**config.mk**
```make
export PLATFORM = sky130hd
export DESIGN_NAME = neighbor_output_sender
export DESIGN_NICKNAME = d
export VERILOG_FILES = /design/src/rtl/neighbor_output_sender.sv
export SDC_FILE = /design/constraint.sdc
export NUM_CORES = 2
export LEC_CHECK = 0
export BUFFER_PORTS_ARGS = -buffer_cell sky130_fd_sc_hd__buf_2
export CORE_MARGIN = 2
export CORE_UTILIZATION = 55
export DETAILED_ROUTE_END_ITERATION = 8
export GPL_TIMING_DRIVEN = 0
export MAX_ROUTING_LAYER = met4
export PLACE_DENSITY = 0.75
export SLEW_MARGIN = 20
export SYNTH_ARGS = -nofsm -noshare
export SYNTH_HDL_FRONTEND = slang
export SYNTH_SLANG_ARGS = --single-unit
```
**constraint.sdc**
```tcl
create_clock -name clk -period 5.72 [get_ports clk]
set_input_delay 0 -clock clk [delete_from_list [all_inputs] [get_ports clk]]
set_output_delay 0 -clock clk [all_outputs]
set_load 0.05 [all_outputs]
```
**src/rtl/neighbor_output_sender.sv**
```systemverilog
// Transmit side of the 8-way neighbor halo exchange.
// Activations that fall in the current kernel's halo border are queued for
// each neighbor that needs them and sent as that neighbor signals
// clear-to-send. A small FSM then closes the channel group with the
// exchange_done / cycle_done handshake.
// Neighbor index: 0 N, 1 NE, 2 E, 3 SE, 4 S, 5 SW, 6 W, 7 NW.
module neighbor_output_sender #(
  parameter int unsigned TILE_SIZE  = 256,
  parameter int unsigned TILE_DIM   = 16,
  parameter int unsigned FIFO_DEPTH = 8,
  localparam int unsigned CW        = $clog2(TILE_SIZE)
) (
  input  logic                clk,
  input  logic                reset,
  input  logic [2:0]          kernel_size,
  input  logic [7:0]          in_value,
  input  logic [CW-1:0]       in_row,
  input  logic [CW-1:0]       in_column,
  input  logic                in_valid,
  output logic                in_ready,
  input  logic                channel_group_done,
  input  logic [7:0]          neighbor_enable,
  input  logic [7:0]          neighbor_cts,
  input  logic [7:0]          neighbor_exchange_done,
  output logic [7:0][7:0]     neighbor_output_value,
  output logic [7:0][CW-1:0]  neighbor_output_row,
  output logic [7:0][CW-1:0]  neighbor_output_column,
  output logic [7:0]          neighbor_output_write_enable,
  output logic                exchange_done,
  output logic                cycle_done
);

  localparam int unsigned PW = $clog2(FIFO_DEPTH);
  localparam int unsigned EW = 8 + 2 * CW;

  localparam logic [1:0] ST_STREAM = 2'd0;
  localparam logic [1:0] ST_DRAIN  = 2'd1;
  localparam logic [1:0] ST_SIGNAL = 2'd2;
  localparam logic [1:0] ST_DONE   = 2'd3;

  logic [1:0]    r_state;
  logic [1:0]    w_state_next;

  logic [EW-1:0] r_mem    [8][FIFO_DEPTH];
  logic [PW-1:0] r_wr_ptr [8];
  logic [PW-1:0] r_rd_ptr [8];
  logic [PW:0]   r_count  [8];

  logic [2:0]    w_halo;
  logic [CW-1:0] w_h_ext;
  logic [CW-1:0] w_far_edge;
  logic          w_top, w_bottom, w_left, w_right;
  logic [7:0]    w_target;
  logic [7:0]    w_full;
  logic [7:0]    w_push;
  logic [7:0]    w_pop;
  logic          w_accept;
  logic          w_all_empty;
  logic          w_peers_done;
  logic [EW-1:0] w_entry;

  // Halo region classification of the offered activation
  always_comb begin
    w_halo     = kernel_size >> 1;
    w_h_ext    = CW'(w_halo);
    w_far_edge = CW'(TILE_DIM) - w_h_ext;
    // h == 0 disables every flag, including the far-edge compares
    w_top      = (w_halo != 3'd0) && (in_row < w_h_ext);
    w_bottom   = (w_halo != 3'd0) && (in_row >= w_far_edge);
    w_left     = (w_halo != 3'd0) && (in_column < w_h_ext);
    w_right    = (w_halo != 3'd0) && (in_column >= w_far_edge);
    w_target   = neighbor_enable & {w_top & w_left, w_left, w_bottom & w_left, w_bottom,
                                    w_bottom & w_right, w_right, w_top & w_right, w_top};
  end

  // Queue status, accept and per-neighbor push/pop decisions
  always_comb begin
    w_all_empty = 1'b1;
    for (int i = 0; i < 8; i++) begin
      w_full[i] = (r_count[i] == (PW + 1)'(FIFO_DEPTH));
      w_pop[i]  = (r_count[i] != '0) && neighbor_cts[i];
      if (r_count[i] != '0) w_all_empty = 1'b0;
    end
    // Full is judged before any same-cycle pop, so accept never overflows
    in_ready     = (r_state == ST_STREAM) && (w_full == 8'd0);
    w_accept     = in_valid && in_ready;
    // Zero activations are consumed but never forwarded
    w_push       = (w_accept && (in_value != 8'd0)) ? w_target : 8'd0;
    w_entry      = {in_value, in_row, in_column};
    w_peers_done = &(neighbor_exchange_done | ~neighbor_enable);
  end

  // Queue storage; contents need no reset because the pointers gate them
  always_ff @(posedge clk) begin
    for (int i = 0; i < 8; i++) begin
      if (w_push[i]) r_mem[i][r_wr_ptr[i]] <= w_entry;
    end
  end

  // Queue pointers and occupancy
  always_ff @(posedge clk) begin
    if (reset) begin
      for (int i = 0; i < 8; i++) begin
        r_wr_ptr[i] <= '0;
        r_rd_ptr[i] <= '0;
        r_count[i]  <= '0;
      end
    end else begin
      for (int i = 0; i < 8; i++) begin
        if (w_push[i]) r_wr_ptr[i] <= r_wr_ptr[i] + 1'b1;
        if (w_pop[i])  r_rd_ptr[i] <= r_rd_ptr[i] + 1'b1;
        if (w_push[i] && !w_pop[i])      r_count[i] <= r_count[i] + 1'b1;
        else if (!w_push[i] && w_pop[i]) r_count[i] <= r_count[i] - 1'b1;
      end
    end
  end

  // Output registers: load the popped head and strobe write_enable next cycle
  always_ff @(posedge clk) begin
    if (reset) begin
      neighbor_output_value        <= '0;
      neighbor_output_row          <= '0;
      neighbor_output_column       <= '0;
      neighbor_output_write_enable <= '0;
    end else begin
      neighbor_output_write_enable <= w_pop;
      for (int i = 0; i < 8; i++) begin
        if (w_pop[i]) begin
          {neighbor_output_value[i], neighbor_output_row[i], neighbor_output_column[i]}
              <= r_mem[i][r_rd_ptr[i]];
        end
      end
    end
  end

  // Channel-group handshake next state
  always_comb begin
    w_state_next = r_state;
    case (r_state)
      ST_STREAM: if (channel_group_done) w_state_next = ST_DRAIN;
      // Wait for the final strobe to leave as well as the queues to empty
      ST_DRAIN:  if (w_all_empty && (neighbor_output_write_enable == 8'd0))
                   w_state_next = ST_SIGNAL;
      ST_SIGNAL: if (w_peers_done) w_state_next = ST_DONE;
      ST_DONE:   w_state_next = ST_STREAM;
      default:   w_state_next = ST_STREAM;
    endcase
  end

  // Handshake state register
  always_ff @(posedge clk) begin
    if (reset) r_state <= ST_STREAM;
    else       r_state <= w_state_next;
  end

  assign exchange_done = (r_state == ST_SIGNAL);
  assign cycle_done    = (r_state == ST_DONE);

endmodule
```
==> results by group <==
Status
  • Outcome: complete, no violations

Global routing
  • First-pass GRT wire length: 249,000 µm
  • Largest net degree at the start of global routing: 69
  • Vias in the first global route: about 37,000
  • Initial antenna violation count: 14
  • Global route overflow: 0
  • Global-route usage over all layers: between 20 and 30%

Synthesis
  • Post-Synthesis Cells: between 3,000 and 4,000
  • Number of register bits inferred by synthesis: 1,818
  • Mean Syn Cell Area: 20.0 µm²
  • Cell Area, Synth: 69,300 µm²
  • FFs w/ async S/R, synth: 0%
  • Distinct cells, synth: 55
  • EDFF count, synth: 1,616
  • Warnings from Yosys: 0
  • Syn Nets: 3,566
  • Main synth FF type: edfxtp_1
  • Sequential cell area fraction in the yosys report: 75.9%

Layout
  • Area grow syn2layout: 16.6%
  • Fin area: 80,800 µm²
  • Nets: roughly 4,200
  • Fraction of layout cells with a size suffix above 1: approximately a quarter

Timing
  • Clk_skew: a little over 0.03 ns
  • Peak Freq: 0.225 GHz
  • Fin crit share: 77.9%
  • Final count of hold timing violations: 0
  • Worst-Margin Slew: 1.11 ns
  • Fin crit period: 4.45 ns
  • Slew headroom: ~26%
  • RSZ-0062 raised after global routing: no
  • Slew Limit Fails: 0
  • Setup violators final: 0

Route
  • Wire length on met3: approximately 19,000 µm
  • Antenna Violating Nets Remaining: 0
  • First-pass iteration count of the detailed router: 7
  • Met2 wire len: between 80,000 and 90,000 µm
  • Overall routed net length: approximately 170,000 µm
  • DRC: 0
  • Vias per inst: 6.22
  • Wire length on met1: around 66,000 µm
  • Routed length per instance: 29.2 µm
  • DR top layer: met4
  • Iter 0 DRT Violations: 4,881
  • Via count: 36,645

Pwr
  • Peak supply drop: 0.343 mV
  • Sw Share: 27.5%
  • Sequential power share: 47.4%
  • Leakage power: 26.7 nW
  • Pwr Density: 400 nW/µm²
  • Clock Power Share: 35.3%
  • P_int: 23.5 mW
  • Total Power Consumption: 32.4 mW
  • Psw: 8.89 mW
  • Logic gate share of total power: approximately 17%

Clock network
  • Post-CTS sizing: 0
  • Setup bufs post-CTS: 0
  • CTS Hold Bufs: 42
  • Clk_lat worst skew: around 0.8 ns
  • CTS clk-pin slew, worst paths: around 0.060 ns
  • Clock sink total: approximately 1,800
  • Clock Tree Root: clkbuf_16
  • H-tree level count: 4
  • Num CTS Buffers: 175
  • Clk buf depth: 3
  • CTS tree: built

Setup path
  • Critical Path AT: 5.09 ns
  • Critical path fanouts, max: 65
  • Reg2reg end: r_count[0][15]$_SDFFCE_PN0P_
  • Reg2Reg Depth: 17
  • Reg2reg setup slack: 1.28 ns
  • Kind of end point of the critical path: flop
  • WP data required: 6.36 ns
  • Reg-to-reg startpoint: r_count[1][4]$_DFFE_PP_
  • Critical setup path kind: in -> reg
  • CP startpoint kind: primary input

Floorplan
  • Initial Util: 55.3%
  • Site Rows: 130
  • Die H: 359 µm
  • Chip width: 359 µm
  • Core ar.: ~130,000 µm²
  • I/O pin count: 258
  • Die Area: 129,000 µm²

Worst hold path
  • Hold path depth: 3
  • Min-delay src: neighbor_enable[2]
  • HP Class: in -> reg
  • Worst Hold End: r_mem[0][443]$_DFFE_PP_

Placement
  • Area after DPL: about 75,000 µm²
  • Post-DP HPWL: approximately 110,000 µm
  • Port Buf Inserts: 255
  • Routability Congestion: around 0.85

Run
  • Max Cap Viol: 0
registers in the layout, summed over array words and instances, names as in the netlist:
register	cells
neighbor_output_column	64
neighbor_output_row	64
neighbor_output_value	64
neighbor_output_write_enable	8
r_count	32
r_mem	1536
r_rd_ptr	24
r_state	2
r_wr_ptr	24
power by group through the flow:
stage	Combinational (mW)	Clock (mW)	Sequential (mW)
2_1_floorplan	2.86	0	16.5
3_3_place_gp	5.37	0	15.6
3_5_place_dp	5.51	0	15.6
4_1_cts	5.60	11.5	15.3
5_1_grt	5.92	12.0	15.4
6_report	5.58	11.4	15.3
cell usage after synthesis (8+ instances only):
| cell | n | area, µm² |
|---|---|---|
| a21oi_1 | 14 | 70.1 |
| mux4_2 | 384 | 8650 |
| xnor2_1 | 25 | 219 |
| nand2b_1 | 38 | 238 |
| ha_1 | 45 | 563 |
| dfxtp_1 | 202 | 4040 |
| mux2i_1 | 195 | 1950 |
| a211oi_1 | 193 | 1450 |
| or2_2 | 8 | 50.1 |
| edfxtp_1 | 1616 | 48500 |
| nor2_1 | 258 | 968 |
| clkbuf_1 | 140 | 526 |
| nor4_1 | 15 | 93.8 |
| nor4b_1 | 12 | 105 |
| nor3b_1 | 19 | 143 |
| nor3_1 | 46 | 230 |
| xor2_1 | 15 | 131 |
| buf_2 | 11 | 55.1 |
| nand3_1 | 14 | 70.1 |
| nand2_1 | 20 | 75.1 |
| buf_1 | 52 | 195 |
| nor2b_1 | 18 | 113 |
| inv_1 | 43 | 161 |
cell type report:
| class | count | area, µm² |
|---|---|---|
| inverters | 43 | 161 |
| clock buffers | 259 | 4990 |
| repair buffers | 445 | 3330 |
| diodes | 6 | 15.0 |
| clock inverters | 68 | 699 |
| fillers | 8078 | 44600 |
| multi-input cells | 1394 | 16200 |
| well taps | 1650 | 2060 |
| flip-flops and latches | 1818 | 52600 |
| plain buffers | 204 | 796 |
how the worst max path moves through the flow:
stage / start / to / slack [ns] / cells after the start
5_1_grt: in_column[0] / r_count[0][15]$_SDFFCE_PN0P_ / 0.95 / 18
2_1_floorplan: r_count[1][4]$_DFFE_PP_ / r_mem[0][648]$_DFFE_PP_ / 0.28 / 10
3_3_place_gp: in_value[4] / r_mem[0][671]$_DFFE_PP_ / -2.72 / 9
6_report: in_column[0] / r_count[0][15]$_SDFFCE_PN0P_ / 1.27 / 18
3_5_place_dp: in_column[0] / r_count[0][15]$_SDFFCE_PN0P_ / 1.05 / 17
4_1_cts: r_count[1][4]$_DFFE_PP_ / r_count[0][15]$_SDFFCE_PN0P_ / 1.29 / 17
stage by stage:
| step | hold WS, ns | utilization, % | setup slack, ns | std cells | TNS, ns |
|---|---|---|---|---|---|
| floorplan | 0.0989 | - | 0.282 | 3459 | 0 |
| CTS | 0.00840 | 64.4 | 1.29 | 5881 | 0 |
| global route | 0.0381 | 64.4 | 0.950 | 5886 | 0 |
| global placement | 0.405 | 57.9 | -2.72 | 5364 | -1065.08 |
| finish | 0.0520 | 64.4 | 1.27 | 5887 | 0 |
| detailed placement | 0.418 | 59.5 | 1.05 | 5512 | 0 |
placed cells by master (no fill, tap or decap), types with 25 or more instances in the layout:
cell              n
a211oi_1        193
buf_1            49
buf_2           271
buf_4           100
clkbuf_1        195
clkbuf_16       179
clkinv_1         25
dfxtp_1         202
dlygate4sd3_1    42
edfxtp_1       1616
ha_1             45
inv_1            43
mux2i_1         195
mux4_2          384
nand2b_1         38
nor2_1          234
nor3_1           31
xnor2_1          25
logic make-up (layout without fill, tap and decap cells):
kind of cell,count (synthesis),after routing,share of synthesized area [%]
flops,1818,1818,75.9
buf+inv,247,1019,1.37
mux,581,581,15.3
compound gates,240,240,2.58
fa+ha+maj,53,53,1.03
xor+xnor,40,40,0.506
simple gates,480,480,3.34
other cells,0,6,0
critical path: stages:
cell and delay, ns:
dlygate4sd3_1 0.52, buf_4 0.68, inv_1 0.11, ha_1 0.31
nand2b_1 0.15, maj3_1 0.35, o41ai_1 0.56, a211oi_2 0.25
nand3_1 0.19, clkbuf_1 0.45, nand2_1 0.19, inv_1 0.13
ha_1 0.24, a21o_1 0.17, a21oi_1 0.18, xor2_1 0.10
or3_1 0.31, a21oi_1 0.14
metal layers:
layer	track usage, %	vias to the layer above
li1	-	15310
met1	36.4	19080
met2	42.6	1971
met3	7.38	284
met4	8.34	0
met5	-	-
Power figures use the tool's default switching activity.
